[config.mk]
export PLATFORM = sky130hd
export DESIGN_NAME = mult_arbiter_flat
export DESIGN_NICKNAME = d
export VERILOG_FILES = /design/src/rtl/mult_arb_pkg.sv /design/src/rtl/mult_arbiter_if.sv /design/src/rtl/rr_arbiter2.sv /design/src/rtl/mult_arbiter.sv /design/src/flat_wrapper.sv
export SDC_FILE = /design/constraint.sdc
export NUM_CORES = 1
export LEC_CHECK = 0
export ABC_CLOCK_PERIOD_IN_PS = 1600
export CORE_ASPECT_RATIO = 0.75
export CORE_UTILIZATION = 34
export DETAILED_ROUTE_END_ITERATION = 8
export GPL_ROUTABILITY_DRIVEN = 0
export HOLD_SLACK_MARGIN = 0.1
export PLACE_DENSITY = 0.76
export SYNTH_ARGS = -nofsm -noshare
export SYNTH_HDL_FRONTEND = slang
export SYNTH_SLANG_ARGS = --single-unit
[constraint.sdc]
create_clock -name clk -period 1.6 [get_ports clk]
set_clock_uncertainty 0.05 [all_clocks]
set_input_delay 0.24 -clock clk [delete_from_list [all_inputs] [get_ports clk]]
set_output_delay 0.24 -clock clk [all_outputs]
set_load 0.02 [all_outputs]
[src/rtl/mult_arb_pkg.sv]
`default_nettype none
// ============================================================================
//  Module      : mult_arb_pkg
//  Description : Shared types and widths for the shared-multiplier arbiter.
//  Revision    : 1.0 - initial release
// ============================================================================
package mult_arb_pkg;

    localparam int OP_W  = 8;
    localparam int RES_W = 16;
    localparam int NREQ  = 2;

    typedef enum logic [1:0] {
        IDLE   = 2'd0,
        LAUNCH = 2'd1,
        WAIT   = 2'd2,
        CLEAR  = 2'd3
    } state_t;

endpackage : mult_arb_pkg
`default_nettype wire

[src/rtl/mult_arbiter_if.sv]
`default_nettype none
// ============================================================================
//  Module      : mult_arbiter_if
//  Description : Requester, response and multiplier-side signals of the
//                shared-multiplier arbiter. The slave modport is the arbiter
//                view; the master modport is the surrounding-logic view.
//  Revision    : 1.0 - initial release
// ============================================================================
interface mult_arbiter_if;
    import mult_arb_pkg::*;

    // requester side
    logic [NREQ-1:0]  req;
    logic [OP_W-1:0]  x0;
    logic [OP_W-1:0]  y0;
    logic [OP_W-1:0]  x1;
    logic [OP_W-1:0]  y1;
    logic [NREQ-1:0]  ack;

    // response side
    logic             rsp_valid;
    logic             rsp_id;
    logic [RES_W-1:0] rsp_res;
    logic             rsp_err;
    logic             busy;

    // multiplier side
    logic [OP_W-1:0]  mul_x;
    logic [OP_W-1:0]  mul_y;
    logic             mul_start;
    logic             mul_rst;
    logic             mul_done;
    logic [RES_W-1:0] mul_res;

    modport slave (
        input  req, x0, y0, x1, y1, mul_done, mul_res,
        output ack, rsp_valid, rsp_id, rsp_res, rsp_err, busy,
               mul_x, mul_y, mul_start, mul_rst
    );

    modport master (
        output req, x0, y0, x1, y1, mul_done, mul_res,
        input  ack, rsp_valid, rsp_id, rsp_res, rsp_err, busy,
               mul_x, mul_y, mul_start, mul_rst
    );

endinterface : mult_arbiter_if
`default_nettype wire

[src/rtl/rr_arbiter2.sv]
`default_nettype none
// ============================================================================
//  Module      : rr_arbiter2
//  Description : Two-way round-robin grant logic, purely combinational. The
//                last-grant pointer register lives in the caller.
//  Revision    : 1.0 - initial release
// ============================================================================
module rr_arbiter2
    import mult_arb_pkg::*;
(
    input  wire logic [NREQ-1:0] req_i,
    input  wire logic            last_i,
    output logic      [NREQ-1:0] gnt_o,
    output logic                 last_nxt_o
);

    // Single request wins outright; a tie goes to whoever was not granted last.
    always_comb begin
        gnt_o      = 2'b00;
        last_nxt_o = last_i;
        case (req_i)
            2'b01:   gnt_o = 2'b01;
            2'b10:   gnt_o = 2'b10;
            2'b11:   gnt_o = last_i ? 2'b01 : 2'b10;
            default: gnt_o = 2'b00;
        endcase
        if (gnt_o != 2'b00) begin
            last_nxt_o = gnt_o[1];
        end
    end

endmodule : rr_arbiter2
`default_nettype wire

[src/rtl/mult_arbiter.sv]
`default_nettype none
// ============================================================================
//  Module      : mult_arbiter
//  Description : Shares one 8-bit multiplier between two requesters. Grants
//                round-robin, pulses start, waits for DONE, returns the
//                tagged product and resets the multiplier control unit.
//                Optional WAIT-state abort: define MULT_ARB_TIMEOUT_EN.
//  Revision    : 1.0 - initial release
// ============================================================================
module mult_arbiter
    import mult_arb_pkg::*;
#(
    parameter int TIMEOUT = 32
)
(
    input  wire logic     clk,
    input  wire logic     RESET,
    mult_arbiter_if.slave bus
);

    state_t           state_q, state_d;
    logic             last_q, last_d;
    logic             owner_q;
    logic [OP_W-1:0]  mul_x_q, mul_y_q;
    logic             rsp_id_q;
    logic [RES_W-1:0] rsp_res_q;

    logic [NREQ-1:0]  gnt;
    logic             ld_op;
    logic             ld_rsp;

    rr_arbiter2 u_rr (
        .req_i      (bus.req),
        .last_i     (last_q),
        .gnt_o      (gnt),
        .last_nxt_o (last_d)
    );

`ifdef MULT_ARB_TIMEOUT_EN
    localparam logic [7:0] C_TMO_LAST = 8'(TIMEOUT - 1);

    logic [7:0] tmo_cnt_q;
    logic       rsp_err_q;
    logic       ld_tmo;
    logic       tmo_hit;

    assign tmo_hit = (tmo_cnt_q == C_TMO_LAST);

    // WAIT-cycle counter: zeroed while launching, counts every WAIT cycle.
    always_ff @(posedge clk) begin
        if (RESET) begin
            tmo_cnt_q <= 8'd0;
        end else if (state_q == LAUNCH) begin
            tmo_cnt_q <= 8'd0;
        end else if (state_q == WAIT) begin
            tmo_cnt_q <= tmo_cnt_q + 8'd1;
        end
    end

    // Error flag follows whichever way the WAIT state was left.
    always_ff @(posedge clk) begin
        if (RESET) begin
            rsp_err_q <= 1'b0;
        end else if (ld_rsp) begin
            rsp_err_q <= 1'b0;
        end else if (ld_tmo) begin
            rsp_err_q <= 1'b1;
        end
    end

    assign bus.rsp_err = rsp_err_q;
`else
    assign bus.rsp_err = 1'b0;
`endif

    // State register.
    always_ff @(posedge clk) begin
        if (RESET) begin
            state_q <= IDLE;
        end else begin
            state_q <= state_d;
        end
    end

    // Next-state decode; DONE only matters in WAIT, where it beats expiry.
    always_comb begin
        state_d = state_q;
        ld_op   = 1'b0;
        ld_rsp  = 1'b0;
`ifdef MULT_ARB_TIMEOUT_EN
        ld_tmo  = 1'b0;
`endif
        case (state_q)
            IDLE: begin
                if (gnt != 2'b00) begin
                    ld_op   = 1'b1;
                    state_d = LAUNCH;
                end
            end
            LAUNCH: state_d = WAIT;
            WAIT: begin
                if (bus.mul_done) begin
                    ld_rsp  = 1'b1;
                    state_d = CLEAR;
                end
`ifdef MULT_ARB_TIMEOUT_EN
                else if (tmo_hit) begin
                    ld_tmo  = 1'b1;
                    state_d = CLEAR;
                end
`endif
            end
            CLEAR:   state_d = IDLE;
            default: state_d = IDLE;
        endcase
    end

    // Operand capture on grant and result capture on leaving WAIT.
    always_ff @(posedge clk) begin
        if (RESET) begin
            last_q    <= 1'b1;
            owner_q   <= 1'b0;
            mul_x_q   <= '0;
            mul_y_q   <= '0;
            rsp_id_q  <= 1'b0;
            rsp_res_q <= '0;
        end else begin
            if (ld_op) begin
                last_q  <= last_d;
                owner_q <= gnt[1];
                mul_x_q <= gnt[1] ? bus.x1 : bus.x0;
                mul_y_q <= gnt[1] ? bus.y1 : bus.y0;
            end
            if (ld_rsp) begin
                rsp_res_q <= bus.mul_res;
                rsp_id_q  <= owner_q;
            end
`ifdef MULT_ARB_TIMEOUT_EN
            else if (ld_tmo) begin
                rsp_res_q <= '0;
                rsp_id_q  <= owner_q;
            end
`endif
        end
    end

    assign bus.ack       = (state_q == LAUNCH) ? (owner_q ? 2'b10 : 2'b01) : 2'b00;
    assign bus.mul_start = (state_q == LAUNCH);
    assign bus.rsp_valid = (state_q == CLEAR);
    // Multiplier control is also held in reset for every RESET cycle.
    assign bus.mul_rst   = RESET | (state_q == CLEAR);
    assign bus.busy      = (state_q != IDLE);
    assign bus.mul_x     = mul_x_q;
    assign bus.mul_y     = mul_y_q;
    assign bus.rsp_id    = rsp_id_q;
    assign bus.rsp_res   = rsp_res_q;

endmodule : mult_arbiter
`default_nettype wire

[src/flat_wrapper.sv]
// flat-port wrapper written by rule: the top's interface ports become plain ports
module mult_arbiter_flat import mult_arb_pkg::*;
#(
    parameter int TIMEOUT = 32
)
  (clk, RESET, bus_req, bus_x0, bus_y0, bus_x1, bus_y1, bus_mul_done, bus_mul_res, bus_ack, bus_rsp_valid, bus_rsp_id, bus_rsp_res, bus_rsp_err, bus_busy, bus_mul_x, bus_mul_y, bus_mul_start, bus_mul_rst);
  mult_arbiter_if bus_i ();
  input  wire logic clk;
  input  wire logic RESET;
  input wire logic [$bits(bus_i.req)-1:0] bus_req;
  input wire logic [$bits(bus_i.x0)-1:0] bus_x0;
  input wire logic [$bits(bus_i.y0)-1:0] bus_y0;
  input wire logic [$bits(bus_i.x1)-1:0] bus_x1;
  input wire logic [$bits(bus_i.y1)-1:0] bus_y1;
  input wire logic [$bits(bus_i.mul_done)-1:0] bus_mul_done;
  input wire logic [$bits(bus_i.mul_res)-1:0] bus_mul_res;
  output wire logic [$bits(bus_i.ack)-1:0] bus_ack;
  output wire logic [$bits(bus_i.rsp_valid)-1:0] bus_rsp_valid;
  output wire logic [$bits(bus_i.rsp_id)-1:0] bus_rsp_id;
  output wire logic [$bits(bus_i.rsp_res)-1:0] bus_rsp_res;
  output wire logic [$bits(bus_i.rsp_err)-1:0] bus_rsp_err;
  output wire logic [$bits(bus_i.busy)-1:0] bus_busy;
  output wire logic [$bits(bus_i.mul_x)-1:0] bus_mul_x;
  output wire logic [$bits(bus_i.mul_y)-1:0] bus_mul_y;
  output wire logic [$bits(bus_i.mul_start)-1:0] bus_mul_start;
  output wire logic [$bits(bus_i.mul_rst)-1:0] bus_mul_rst;
  assign bus_i.req = bus_req;
  assign bus_i.x0 = bus_x0;
  assign bus_i.y0 = bus_y0;
  assign bus_i.x1 = bus_x1;
  assign bus_i.y1 = bus_y1;
  assign bus_i.mul_done = bus_mul_done;
  assign bus_i.mul_res = bus_mul_res;
  assign bus_ack = bus_i.ack;
  assign bus_rsp_valid = bus_i.rsp_valid;
  assign bus_rsp_id = bus_i.rsp_id;
  assign bus_rsp_res = bus_i.rsp_res;
  assign bus_rsp_err = bus_i.rsp_err;
  assign bus_busy = bus_i.busy;
  assign bus_mul_x = bus_i.mul_x;
  assign bus_mul_y = bus_i.mul_y;
  assign bus_mul_start = bus_i.mul_start;
  assign bus_mul_rst = bus_i.mul_rst;
  mult_arbiter #(.TIMEOUT(TIMEOUT)) u_core (.clk(clk), .RESET(RESET), .bus(bus_i));
endmodule
==> summary.md, run 1 <==
| Metric | Value |
|---|---|
| TNS Setup | `0 ns` |
| Area grow syn2layout | `70.3%` |
| Period utilization | `about 98%` |
| Hold WC Path Type | `reg2reg` |
| Final net count | `about 350` |
| Min Tclk post-route | `approximately 1.6 ns` |
| Lkg Pwr | `around 1.1 nW` |
| R2r setup slk | `around 0.039 ns` |
| Fin area | `roughly 2800 µm²` |
| Area occupied by multi-input gates | `817 µm²` |
| PD cells | `approximately 1400 nW/µm²` |
| Residual DRC count | `0` |
| Hold slack | `roughly 0.4 ns` |
| Crit path cell chain | `inv_2 -> ha_2 -> buf_4 -> or3b_4 -> a21boi_1 -> o21a_1` |
| WP buf/inv | `2` |
| DRT iter0 DRCs | `70` |
| WS Path Type | `reg2reg` |
| CTS Buf Count | `5` |
| Deepest clock path buffer count | `2` |
| Synth unique cells | `28` |
| GRT overflow | `0` |
| CP max FO | `4` |
| Seq/Total Area, Yosys | `between 40% and 50%` |
| Critical Path RT | `about 1.7 ns` |
| Synthesized instance count | `197` |
| CP arrival | `1.70 ns` |
| First-pass DRT Iterations | `4` |
| Run status | `complete, no violations` |
| Clock sinks | `37` |
| Diode count | `0` |
| Via count | `roughly 1700` |
| Synth Register Bits | `37` |
| First-pass GRT wire length | `between 6 and 7 mm` |
| RSZ-0062 raised after global routing | `true` |
| Placement-stage cell area | `roughly 2700 µm²` |
| Max frequency | `0.641 GHz` |
| Critical path endpoint category | `register` |
| Synth Area per Inst | `8.31 µm²` |
| Clock transition at path regs | `~0.080 ns` |
| Fillers | `~410` |
| GRT Overall Usage | `roughly 17%` |
| Fin. max-slew vios | `0` |
| Core area | `approximately 4500 µm²` |
| Initial core utilization | `between 30 and 40%` |
| Cell Area, Synth | `roughly 1600 µm²` |
| Fraction of layout cells with a size suffix above 1 | `16.5%` |
| Mapped Nets | `~260` |
| Clk root buf | `clkbuf_8` |
| Final setup vio count | `0` |
| Die height | `between 60 and 70 µm` |
| Top delay family on crit path | `simple AND/OR/NAND/NOR gates` |
| CP startpoint kind | `register` |
| Worst-Skew Late Latency | `around 0.29 ns` |
| Yosys warnings | `0` |
| Reg area | `between 700 and 800 µm²` |
| Die W | `about 80 µm` |
| Antenna Violating Nets Remaining | `0` |
| Largest net degree at the start of global routing | `39` |
| WL final | `4.40 mm` |
| Vias per cell | `4.67` |
| Initial antenna violation count | `0` |
| DPL Wire Length | `approximately 3.2 mm` |
| Input/output buffers | `91` |
| Vias in the first global route | `around 1500` |
| Max incr delay on CP | `between 0.3 and 0.4 ns` |
| Num rows | `21` |
| Drt wl/cell | `12.4 µm` |
| CTS tree | `done` |
| CP max-delay cell | `or3b_4` |
| # IOs | `93` |
| Die ar. | `5100 µm²` |
| Worst vdd ir | `between 0.6 and 0.7 mV` |
| Maximum capacitance violations | `0` |
| CTS H-tree lvls | `2` |
| Final number of hold-violating endpoints | `0` |
## Yosys cell counts
master	count	share of area, %
ha_1	5	3.8
a211oi_2	9	6.9
buf_4	2	0.92
mux2i_1	1	0.61
a22oi_1	1	0.46
clkbuf_2	1	0.31
nor2_1	18	4.1
a21boi_1	1	0.46
o21ai_2	1	0.54
nor2b_1	1	0.38
nand2b_1	2	0.76
a21bo_1	1	0.61
and2_1	2	0.76
conb_1	1	0.23
a31oi_1	1	0.38
dfxtp_1	37	45
nand2_1	51	12
a21boi_4	1	1.1
or3b_1	1	0.54
buf_2	4	1.2
a211oi_1	7	3.2
o21a_2	1	0.54
a21oi_1	35	11
or2_2	2	0.76
inv_1	4	0.92
o21a_1	1	0.46
buf_6	2	1.4
clkbuf_1	4	0.92
## cell families after synthesis
family,count (synthesis),synth area share [%]
AO/OA/AOI/OAI,59,25.4
adder cells (fa/ha/maj),5,3.82
buffers and inverters,17,5.66
flip-flops,37,45.3
multiplexers,1,0.612
other,1,0.229
AND/OR/NAND/NOR,77,19.0
## stage by stage
stage | setup WS [ns] | util, % | power (mW) | std cells
final | 0.0394 | 61.3 | 4.04 | 354
after CTS | 0.0147 | 60.7 | 4.03 | 354
after floorplan | 0.0949 | - | 2.46 | 197
after global routing | -0.0170 | 61.3 | 4.32 | 354
after detailed placement | -0.143 | 59.0 | 3.41 | 346
after global placement | -0.147 | 59.0 | 3.38 | 346
## worst register-to-register path, delay by kind of cell, from the launching register on
kind,cells,cell delay (ns)
AOI/OAI and AO/OA,2,0.33
DFF,1,0.36
buffers and inverters,2,0.18
and+or+nand+nor,1,0.37
adders and majority gates,1,0.17
## placed cells by master (no fill, tap or decap), drive strengths merged, types with 2 or more instances in the layout
cell type / n
a21boi: 2
clkinv: 2
nor2: 18
buf: 17
clkbuf: 5
or2: 2
o21a: 2
nand2: 51
ha: 5
a21oi: 35
dfxtp: 37
a211oi: 16
clkdlybuf4s50: 85
dlygate4sd2: 2
and2: 2
inv: 4
nand2b: 2
## power by group
| part | total, mW | leakage, nW | switching, mW | internal [mW] |
|---|---|---|---|---|
| logic | 2.10 | 0.732 | 1.06 | 1.04 |
| clock network | 0.643 | 0.0439 | 0.343 | 0.300 |
| registers | 1.29 | 0.304 | 0.138 | 1.16 |
## flip-flops by register name, summed over array words and instances (netlist names)
name	cells
u_core.bus.mul_y	8
u_core.state_q	2
u_core.owner_q	1
u_core.bus.mul_x	8
u_core.bus.rsp_res	16
u_core.bus.rsp_id	1
u_core.last_q	1
## routing by layer
metal / track usage [%] / part of all wire [%] / wire length, µm
met1: 21.8 / 46 / 2050
met2: 28.7 / 47 / 2050
met3: 4.53 / 5.8 / 254
met4: 7.27 / 1.1 / 50
met5: 0 / 0 / 0
## worst paths after layout
kind	start	depth (start not counted)	to
min reg2reg	u_core.bus.rsp_res[3]	2	u_core.bus.rsp_res[3]
min	u_core.bus.rsp_res[3]	2	u_core.bus.rsp_res[3]
max reg2reg	u_core.state_q[0]	6	u_core.state_q[0]
max	u_core.state_q[0]	6	u_core.state_q[0]
## area by class of cell
| type | instances | area share [%] |
|---|---|---|
| Clock buffer | 5 | 2.47 |
| Sequential cell | 37 | 26.8 |
| Clock inverter | 3 | 0.629 |
| Inverter | 4 | 0.539 |
| Timing Repair Buffer | 105 | 37.7 |
| Tap cell | 57 | 2.56 |
| Multi-Input combinational cell | 143 | 29.3 |
## what timing repair did
item                                    4_1_cts  5_1_grt
gates resized for setup                      20       11
endpoints found under the setup margin       24       19
hold buffers                                  0        0
buffers inserted                              0        0
pin swaps                                     0        1
Power figures use the tool's default switching activity.
==> run 2, diff against run 1 <==
- CTS_CLUSTER_SIZE: not set -> 30
==> results of run 2 <==
Same layout as run 1: the final DEF is identical, and so are final timing and power.
==> run 3, diff against run 2 <==
- ABC_CLOCK_PERIOD_IN_PS: 1600 -> not set
==> results of run 3 <==
Same layout as run 1: the final DEF is identical, and so are final timing and power.
